**src/rtl/muldiv_unit.sv**
```systemverilog
`default_nettype none
// ============================================================================
// Module      : muldiv_unit
// Description : Iterative RV32M multiply/divide unit. The multiply uses
//               shift-add on operand magnitudes into a 64-bit product. The
//               divide uses restoring division. Sign correction is applied in
//               one FIXUP cycle after the iterations. When EARLY_OUT is set,
//               divide-by-zero and signed-overflow requests skip the iterations.
// Ports       : clk, rst_n (sync, active-low)
//               in_valid/in_ready  - request handshake, with op/op1/op2
//               out_valid/out_ready- result handshake, with result
//               busy               - high whenever the FSM is not idle
// Revision    : 1.0 - initial release
// ============================================================================
module muldiv_unit #(
    parameter logic EARLY_OUT = 1'b1
) (
    input  logic        clk,
    input  logic        rst_n,
    input  logic        in_valid,
    output logic        in_ready,
    input  logic [2:0]  op,
    input  logic [31:0] op1,
    input  logic [31:0] op2,
    output logic        out_valid,
    input  logic        out_ready,
    output logic [31:0] result,
    output logic        busy
);

    localparam logic [2:0] c_OP_MUL    = 3'd0;
    localparam logic [2:0] c_OP_MULH   = 3'd1;
    localparam logic [2:0] c_OP_MULHSU = 3'd2;
    localparam logic [2:0] c_OP_DIV    = 3'd4;
    localparam logic [2:0] c_OP_REM    = 3'd6;

    typedef enum logic [1:0] {
        S_IDLE  = 2'd0,
        S_CALC  = 2'd1,
        S_FIXUP = 2'd2,
        S_DONE  = 2'd3
    } state_t;

    state_t      r_state;
    state_t      w_state_next;
    logic [4:0]  r_cnt;
    logic [2:0]  r_op;
    logic [31:0] r_a;        // |op1|, the multiplicand
    logic [31:0] r_b;        // |op2|, the divisor
    logic [63:0] r_prod;     // high half accumulates; low half shifts out the multiplier
    logic [31:0] r_quot;     // shifts out the dividend and shifts in quotient bits
    logic [31:0] r_rem;
    logic        r_neg_p;
    logic        r_neg_q;
    logic        r_neg_r;
    logic [31:0] r_result;

    // ---------------- request decode ----------------
    logic        w_accept;
    logic        w_s1;
    logic        w_s2;
    logic [31:0] w_a_mag;
    logic [31:0] w_b_mag;
    logic        w_div_zero;
    logic        w_ovf;
    logic        w_early;
    logic [31:0] w_early_result;

    assign w_accept   = in_valid && (r_state == S_IDLE);
    assign w_s1       = op1[31] && ((op == c_OP_MUL) || (op == c_OP_MULH) || (op == c_OP_MULHSU)
                                    || (op == c_OP_DIV) || (op == c_OP_REM));
    assign w_s2       = op2[31] && ((op == c_OP_MUL) || (op == c_OP_MULH)
                                    || (op == c_OP_DIV) || (op == c_OP_REM));
    assign w_a_mag    = w_s1 ? (32'd0 - op1) : op1;
    assign w_b_mag    = w_s2 ? (32'd0 - op2) : op2;
    assign w_div_zero = (op2 == 32'd0);
    assign w_ovf      = ((op == c_OP_DIV) || (op == c_OP_REM))
                        && (op1 == 32'h8000_0000) && (op2 == 32'hFFFF_FFFF);
    assign w_early    = EARLY_OUT && op[2] && (w_div_zero || w_ovf);

    // op[1] separates the remainder ops (6, 7) from the quotient ops (4, 5).
    always_comb begin
        w_early_result = 32'd0;
        if (w_div_zero) begin
            w_early_result = op[1] ? op1 : 32'hFFFF_FFFF;
        end else begin
            w_early_result = op[1] ? 32'd0 : 32'h8000_0000;
        end
    end

    // ---------------- iteration datapath ----------------
    logic [32:0] w_mul_sum;
    logic [32:0] w_partial;
    logic [32:0] w_div_diff;

    assign w_mul_sum  = {1'b0, r_prod[63:32]} + (r_prod[0] ? {1'b0, r_a} : 33'd0);
    assign w_partial  = {r_rem, r_quot[31]};
    assign w_div_diff = w_partial - {1'b0, r_b};

    // ---------------- sign fixup and result select ----------------
    logic [63:0] w_prod_fix;
    logic [31:0] w_quot_fix;
    logic [31:0] w_rem_fix;
    logic [31:0] w_fix_result;

    assign w_prod_fix = r_neg_p ? (64'd0 - r_prod) : r_prod;
    assign w_quot_fix = r_neg_q ? (32'd0 - r_quot) : r_quot;
    assign w_rem_fix  = r_neg_r ? (32'd0 - r_rem)  : r_rem;

    always_comb begin
        w_fix_result = 32'd0;
        case (r_op)
            3'd0:          w_fix_result = w_prod_fix[31:0];
            3'd1, 3'd2,
            3'd3:          w_fix_result = w_prod_fix[63:32];
            3'd4, 3'd5:    w_fix_result = w_quot_fix;
            default:       w_fix_result = w_rem_fix;
        endcase
    end

    // ---------------- FSM ----------------
    always_ff @(posedge clk) begin
        if (!rst_n) begin
            r_state <= S_IDLE;
        end else begin
            r_state <= w_state_next;
        end
    end

    always_comb begin
        w_state_next = r_state;
        case (r_state)
            S_IDLE:  if (w_accept) w_state_next = w_early ? S_DONE : S_CALC;
            S_CALC:  if (r_cnt == 5'd31) w_state_next = S_FIXUP;
            S_FIXUP: w_state_next = S_DONE;
            S_DONE:  if (out_ready) w_state_next = S_IDLE;
            default: w_state_next = S_IDLE;
        endcase
    end

    // ---------------- datapath registers ----------------
    always_ff @(posedge clk) begin
        if (!rst_n) begin
            r_cnt    <= 5'd0;
            r_op     <= 3'd0;
            r_a      <= 32'd0;
            r_b      <= 32'd0;
            r_prod   <= 64'd0;
            r_quot   <= 32'd0;
            r_rem    <= 32'd0;
            r_neg_p  <= 1'b0;
            r_neg_q  <= 1'b0;
            r_neg_r  <= 1'b0;
            r_result <= 32'd0;
        end else begin
            case (r_state)
                S_IDLE: begin
                    if (w_accept) begin
                        r_cnt   <= 5'd0;
                        r_op    <= op;
                        r_a     <= w_a_mag;
                        r_b     <= w_b_mag;
                        r_prod  <= {32'd0, w_b_mag};
                        r_quot  <= w_a_mag;
                        r_rem   <= 32'd0;
                        r_neg_p <= w_s1 ^ w_s2;
                        // Iterating a zero divisor yields an all-ones quotient
                        // magnitude, which is already the required answer.
                        r_neg_q <= (w_s1 ^ w_s2) && !w_div_zero;
                        r_neg_r <= w_s1;
                        if (w_early) begin
                            r_result <= w_early_result;
                        end
                    end
                end
                S_CALC: begin
                    r_cnt <= r_cnt + 5'd1;
                    if (r_op[2]) begin
                        // Restoring step: bit 32 of the difference is the borrow.
                        if (!w_div_diff[32]) begin
                            r_rem  <= w_div_diff[31:0];
                            r_quot <= {r_quot[30:0], 1'b1};
                        end else begin
                            r_rem  <= w_partial[31:0];
                            r_quot <= {r_quot[30:0], 1'b0};
                        end
                    end else begin
                        r_prod <= {w_mul_sum, r_prod[31:1]};
                    end
                end
                S_FIXUP: begin
                    r_result <= w_fix_result;
                end
                default: begin
                end
            endcase
        end
    end

    assign in_ready  = (r_state == S_IDLE);
    assign out_valid = (r_state == S_DONE);
    assign busy      = (r_state != S_IDLE);
    assign result    = r_result;

endmodule
`default_nettype wire

```
**config.mk**
```make
export PLATFORM = sky130hd
export DESIGN_NAME = muldiv_unit
export DESIGN_NICKNAME = d
export VERILOG_FILES = /design/src/rtl/muldiv_unit.sv
export SDC_FILE = /design/constraint.sdc
export NUM_CORES = 1
export LEC_CHECK = 0
export ABC_AREA = 1
export CAP_MARGIN = 20
export CORE_UTILIZATION = 35
export DETAILED_ROUTE_END_ITERATION = 7
export GPL_ROUTABILITY_DRIVEN = 0
export GPL_TIMING_DRIVEN = 0
export PLACE_DENSITY_LB_ADDON = 0.12
export SYNTH_ARGS = -nofsm -noshare
export SYNTH_HDL_FRONTEND = slang
export SYNTH_SLANG_ARGS = --single-unit
```
**constraint.sdc**
```tcl
create_clock -name clk -period 2.7 [get_ports clk]
set_input_delay 0.675 -clock clk [delete_from_list [all_inputs] [get_ports clk]]
set_output_delay 0.675 -clock clk [all_outputs]
set_load 0.02 [all_outputs]
```
==> results of run 1 <==
-- flip-flops by register name, indices dropped and copies added (netlist names) --
register	count
r_a	32
r_rem	32
r_prod	64
r_state	2
r_neg_q	1
result	32
r_quot	32
r_op	3
r_neg_r	1
r_b	32
r_neg_p	1
r_cnt	5
-- worst register-to-register path, stage by stage (launching register included) --
cell and delay, ns:
dfxtp_1 0.31, inv_1 0.22, ha_2 0.28, nand2_2 0.12, nor2_4 0.22, nand3_1 0.19
nand2_2 0.18, nand2_1 0.10, o21ai_0 0.18, nand3b_1 0.30, nand3_1 0.31, nand2_1 0.12
a21oi_2 0.13
-- cell usage after synthesis (13+ instances only) --
master and count:
xnor2_1 29, nand3b_1 31, nand2_1 1005, dfxtp_1 237, o21ai_1 31, a221oi_1 19
xor2_1 48, a21oi_1 339, nand3_1 342, o21ai_0 243, a21boi_0 14, a21oi_2 13
nand4_1 59, nor2_1 514, buf_1 22, inv_1 402, o211ai_1 34, clkbuf_1 102
ha_1 76, nor3_1 40
-- final cells by class --
cell class	instances	share of cell area, %
Multi-Input combinational cell	2931	59.1
Sequential cell	237	19.0
Inverter	408	6.14
Timing Repair Buffer	128	5.08
Tap cell	773	3.87
Clock buffer	45	3.76
Buffer	143	2.77
Clock inverter	11	0.281
Antenna cell	1	0.0100
-- layout by cell type, fill, tap and decap left out, drive strengths merged, types with 14 or more instances in the layout --
cell type,Yosys,routed
dfxtp,237,237
a221oi,19,19
inv,408,409
nand4,59,59
clkdlybuf4s50,0,94
ha,76,76
nand3b,31,31
clkbuf,102,153
a21oi,353,353
nor3,44,44
nor2,529,529
xor2,48,48
xnor2,29,29
o211ai,34,34
o21ai,278,278
buf,42,59
a21boi,14,14
nand2,1010,1010
nand3,347,347
-- per-stage QoR --
stage / setup TNS, ns / worst slack [ns] / cells / area (sq um) / power, mW
2_1_floorplan: 0 / 0.340 / 3720 / 21200 / 8.83
3_3_place_gp: -163.48 / -1.57 / 4597 / 23200 / 11.4
3_5_place_dp: -158.36 / -1.48 / 4598 / 23200 / 11.4
4_1_cts: 0 / 0.00189 / 4666 / 24500 / 15.6
5_1_grt: -0.122 / -0.0490 / 4676 / 25000 / 16.8
6_report: -0.0364 / -0.0287 / 4677 / 25000 / 16.1
-- timing repair --
action	CTS	global route
pin swaps	7	9
endpoints found under the hold margin	0	0
gates resized for setup	66	140
setup endpoints to repair	202	158
gates cloned	0	2
buffers inserted	12	9
-- where the power goes --
part	switching, mW	total (mW)	internal (mW)
registers	0.516	4.47	3.95
clock network	1.80	4.19	2.39
logic	5.33	7.40	2.07
-- cell families after synthesis --
| logic type | count (synthesis) |
|---|---|
| xor gates and xnor gates | 77 |
| buffers and inverters | 552 |
| DFF | 237 |
| and+or+nand+nor | 2046 |
| adders and majority gates | 78 |
| AOI/OAI and AO/OA | 730 |
-- per-layer routing --
metal	routed length, um	vias to the layer above	share of wire, %	track usage [%]
met5	58	-	0.056	0
met4	4750	2	4.6	13.5
met3	9850	216	9.5	6.15
met2	44500	1272	43	50.4
met1	44400	12000	43	44.7
li1	-	12500	-	-
-- worst paths after layout --
check          endpoint  slack (ns)      start  cells after the start
max          result[18]       -0.03  r_prod[1]                     12
max reg2reg  result[18]       -0.03  r_prod[1]                     12
min           r_prod[0]        0.46     op2[0]                      3
min reg2reg    r_cnt[4]        0.47   r_cnt[4]                      2
==> results.py, run 1 <==
metrics = {
    "sta": {
        "hold-worst-slack_ns": 0.464,
        "finalWorstSetupSlack_ns": -0.0287,
        "skew_ns": 0.0198,
        "max_freq_mhz": 366,
        "fin_crit_sh_pct": 101,
        "slew_violations": 0,
        "tightest_slew_ns": 1.11,
        "hold_viol_final": 0,
        "timing.slew.headroom_pct": 26.0,
        "setup_violations": 3,
        "min_period_ns": 2.73,
    },
    "worst_setup_path": {
        "cp_max_fo": 6,
        "end_kind": "register",
        "cp_slowest_cell": "dfxtp_1",
        "path_cells": "inv_1 > ha_2 > nand2_2 > nor2_4 > nand3_1 > nand2_2 > nand2_1 > o21ai_0 > nand3b_1 > nand3_1 > nand2_1 > a21oi_2",
        "crit_family": "simple AND/OR/NAND/NOR gates",
        "crit_type": "register to register",
        "critPathRequiredTime_ns": 3.22,
        "start_kind": "register",
        "crit_buf_inv": 1,
        "crit_arrival_ns": 3.24,
        "cpPeakStageDelay_ns": 0.31,
    },
    "clock_network": {
        "cts_buffer_depth": 3,
        "cts_sinks": 237,
        "clk_latency_ns": 0.60,
        "htreeDepth": 1,
        "clkTransAtPathRegs_ns": 0.06,
        "numCtsBuffers": 31,
        "cts_root_buffer": "clkbuf_16",
        "tritoncts": "built",
        "cts_hold_buf": 0,
    },
    "global_route": {
        "first_global_vias": 23700,
        "grt_pass1_wl_um": 150000,
        "gr-usage-all-layers_pct": 32.8,
        "antenna_found_initial": 2,
        "grt.overflow.total": 0,
        "grt_max_degree": 15,
    },
    "synth": {
        "seq_area_frac_synth_pct": 22.4,
        "synth_area_leaders": "dfxtp_1 (22%), nand2_1 (18%), nor2_1 (9.1%)",
        "syn_inst": 3720,
        "synthMuxAreaShare_pct": 0,
        "yosysTopAreaCellShare_pct": 22.4,
        "synth_top_family_by_area": "simple AND/OR/NAND/NOR gates",
        "synth_edf_count": 0,
        "synthAdderAreaFrac_pct": 4.68,
        "syn_area_sq_um": 21200,
        "synth-compound-area-share_pct": 18.9,
        "synth_top_cell_by_area": "dfxtp_1",
        "syn_nets": 3869,
        "synthFlopType": "dfxtp_1",
        "synthDistinctLibCells": 48,
        "synthXorXnorAreaFrac_pct": 3.18,
        "avgSynthCellArea_sq_um": 5.69,
        "async_flop_share_pct": 0,
        "ys_warn_count": 0,
        "synth_seq_cells": 237,
        "synthSimpleGateAreaFrac_pct": 40.8,
    },
    "floorplan": {
        "die_h_um": 248,
        "coreArea_sq_um": 59500,
        "dieArea_sq_um": 61500,
        "die_w_um": 248,
        "start_util_pct": 35.6,
        "io_pins": 106,
        "num_rows": 89,
    },
    "placement": {
        "dpl.hpwl_um": 85200,
        "io_buffer_count": 104,
    },
    "cells_and_area": {
        "syn_to_final_growth_pct": 17.8,
        "multi_input_area_sq_um": 14700,
        "seq_area_sq_um": 4750,
        "fill_cells": 6691,
        "finish.utilization_pct": 42.0,
        "drive_gt1_share_pct": 7.33,
        "nets": 4029,
    },
    "run_status": {
        "violations": "setup timing",
        "status": "finished, violations left",
    },
    "hold_path": {
        "hp-class": "input pin to register",
    },
    "power": {
        "leakagePower_nw": 11.7,
        "max-vdd-ir-drop_v": 0.000516,
        "p_per_area_nw_per_um2": 644,
    },
    "detailed_routing": {
        "first_pass_iters": 7,
        "drt_iter0_drc": 3117,
        "drc": 0,
        "vias_per_cell": 5.55,
        "ant_nets": 0,
        "via_count": 26000,
        "wl_per_cell_um": 22.1,
        "routed_wl_um": 103000,
    },
    "flow_run": {
        "drv_cap": 0,
    },
}
Power figures use the tool's default switching activity.
==> inputs of run 2 (changes only) <==
--- a/config.mk
+++ b/config.mk
@@ -15,3 +15,4 @@
 export SYNTH_ARGS = -nofsm -noshare
 export SYNTH_HDL_FRONTEND = slang
 export SYNTH_SLANG_ARGS = --single-unit
+export TNS_END_PERCENT = 30
==> constraint.sdc (replaced) <==
create_clock -name clk -period 2.6 [get_ports clk]
set_input_delay 0.65 -clock clk [delete_from_list [all_inputs] [get_ports clk]]
set_output_delay 0.65 -clock clk [all_outputs]
set_load 0.02 [all_outputs]
==> run 2 against run 1 <==
Compared with the run above:
- the run ends with DRC, setup timing left
- via count increased by 0.77%
- design area increased by 2.3%
- worst hold slack worse by 0.017 ns
- highest routed layer is now met4
- combinational power rose by 5.8%
- critical path depth fell by 5
- global-route usage is essentially flat
- clock power up 4%
- register-to-register slack lost 0.20 ns
- critical endpoint is now result[21]
==> results.py, run 2 (synthesis results as in run 1) <==
metrics = {
    "run_status": {
        "status": "finished, violations left",
        "violations": "DRC, setup timing",
    },
    "sta": {
        "setup_violations": 9,
        "tightest_slew_ns": 1.12,
        "timing.slew.headroom_pct": 25.2,
        "finalWorstSetupSlack_ns": -0.232,
        "max_freq_mhz": 353,
        "min_period_ns": 2.83,
        "slew_violations": 0,
        "hold_viol_final": 0,
        "fin_crit_sh_pct": 109,
        "skew_ns": 0.0168,
        "rsz0062_at_grt": "yes",
    },
    "global_route": {
        "first_global_vias": 23700,
        "antenna_found_initial": 2,
        "grt.overflow.total": 0,
        "grt_max_degree": 15,
        "gr-usage-all-layers_pct": 32.8,
        "grt_pass1_wl_um": 150000,
    },
    "detailed_routing": {
        "drc": 10,
        "routed_wl_um": 104000,
        "drt_iter0_drc": 3101,
        "wl_per_cell_um": 22.2,
        "vias_per_cell": 5.58,
        "first_pass_iters": 8,
        "ant_nets": 0,
        "via_count": 26200,
    },
    "clock_network": {
        "htreeDepth": 1,
        "clk_latency_ns": 0.59,
        "cts_root_buffer": "clkbuf_16",
        "clkTransAtPathRegs_ns": 0.06,
        "cts_sinks": 237,
        "cts_buffer_depth": 3,
        "tritoncts": "built",
        "numCtsBuffers": 31,
    },
    "cells_and_area": {
        "fill_cells": 6623,
        "finish.utilization_pct": 42.9,
        "drive_gt1_share_pct": 9.75,
        "nets": 4042,
        "syn_to_final_growth_pct": 20.5,
        "seq_area_sq_um": 4750,
        "multi_input_area_sq_um": 15200,
        "regMostFlops": "r_prod",
        "final_common_cell": "nand2_1",
        "layout_common_cells": "nand2_1 (975), nor2_1 (481), inv_1 (394), nand3_1 (326), a21oi_1 (310)",
        "largest_reg_flops": 64,
    },
    "floorplan": {
        "dieArea_sq_um": 61500,
        "start_util_pct": 35.6,
        "num_rows": 89,
        "coreArea_sq_um": 59500,
        "io_pins": 106,
        "die_h_um": 248,
        "die_w_um": 248,
    },
    "power": {
        "comb_power_share_pct": 46.6,
        "clock_power_share_pct": 25.8,
        "swShare_pct": 47.6,
        "internal_power_mw": 8.81,
        "max-vdd-ir-drop_v": 0.000536,
        "finalPower_mw": 16.8,
        "switching_power_mw": 8.02,
        "leakagePower_nw": 12.0,
        "p_per_area_nw_per_um2": 659,
        "pwr-share-seq_pct": 27.6,
    },
    "worst_setup_path": {
        "end_kind": "register",
        "crit_type": "register to register",
        "crit_top_cell": "nand3_1",
        "cp_slowest_cell": "dfxtp_1",
        "path_cells": "inv_1 > nor2_2 > clkbuf_1 > nand3_1 > nand3_1 > o21ai_0 > a21oi_2",
        "critPathRequiredTime_ns": 3.12,
        "cpPeakStageDelay_ns": 0.56,
        "crit_arrival_ns": 3.35,
        "start_kind": "register",
        "cp_max_fo": 10,
    },
    "placement": {
        "io_buffer_count": 104,
        "dpl.hpwl_um": 85200,
    },
    "hold_path": {
        "hp-class": "input pin to register",
    },
    "flow_run": {
        "drv_cap": 0,
    },
}
run 2: cell count changes in the layout (fill, tap and decap cells not counted), sizes merged:
| cell | delta |
|---|---|
| dlymetal6s2s | +13 |
| clkdlybuf4s50 | -19 |
| clkbuf | -1 |
| clkdlybuf4s15 | -1 |
| dlygate4sd2 | +5 |
| buf | +15 |
| clkdlybuf4s18 | +1 |
run 2: metrics by stage:
stage,worst slack [ns],hold slack [ns],instance area (sq um),instances,setup TNS (ns)
3_5_place_dp,-1.56,0.465,23200,4598,-175.88
2_1_floorplan,0.240,0.444,21200,3720,0
5_1_grt,-0.117,0.474,25500,4689,-1.49
6_report,-0.232,0.447,25500,4690,-0.546
4_1_cts,-0.0223,0.473,24700,4673,-0.0223
3_3_place_gp,-1.65,0.459,23200,4597,-181.10
run 2: final cells by class:
class	instances	share of cell area [%]
Tap cell	773	3.79
Clock buffer	45	3.68
Timing Repair Buffer	142	5.53
Sequential cell	237	18.6
Inverter	408	6.01
Clock inverter	11	0.274
Buffer	142	2.72
Antenna cell	1	0.00980
Multi-Input combinational cell	2931	59.4
run 2: timing repair:
action	in CTS	in global routing
gates cloned	1	3
setup buffers	18	15
pin swaps	14	32
hold buffers	0	0
endpoints found under the hold margin	0	0
resized for setup	106	223
setup endpoints to repair	215	162
run 2: critical path, delay by kind of cell, from the launching register on:
| kind | cells | cell delay [ns] |
|---|---|---|
| compound gates | 2 | 0.31 |
| buf+inv | 2 | 0.75 |
| flops | 1 | 0.56 |
| simple gates | 3 | 1.14 |
run 2: path summary, 6_finish.rpt:
kind              slack, ns    endpoint      from  cells past startpoint
setup / recovery      -0.23  result[21]   r_op[2]                      7
hold reg to reg        0.47    r_cnt[4]  r_cnt[4]                      2
hold / removal         0.45   r_prod[0]    op2[0]                      3
setup reg to reg      -0.23  result[21]   r_op[2]                      7
run 2: power groups by stage:
stage / clock (mW) / combinational (mW) / sequential, mW
global placement: 0 / 7.11 / 4.68
floorplan: 0 / 4.69 / 4.48
finish: 4.34 / 7.83 / 4.64
CTS: 4.39 / 7.28 / 4.60
global route: 4.52 / 8.44 / 4.67
detailed placement: 0 / 7.11 / 4.68
run 2: per-layer routing:
metal	track usage [%]	vias up	wire, um
met2	50.8	1347	44900
li1	-	12500	-
met4	13.0	0	4870
met1	44.9	12100	44000
met5	0	-	0
met3	5.74	226	10300
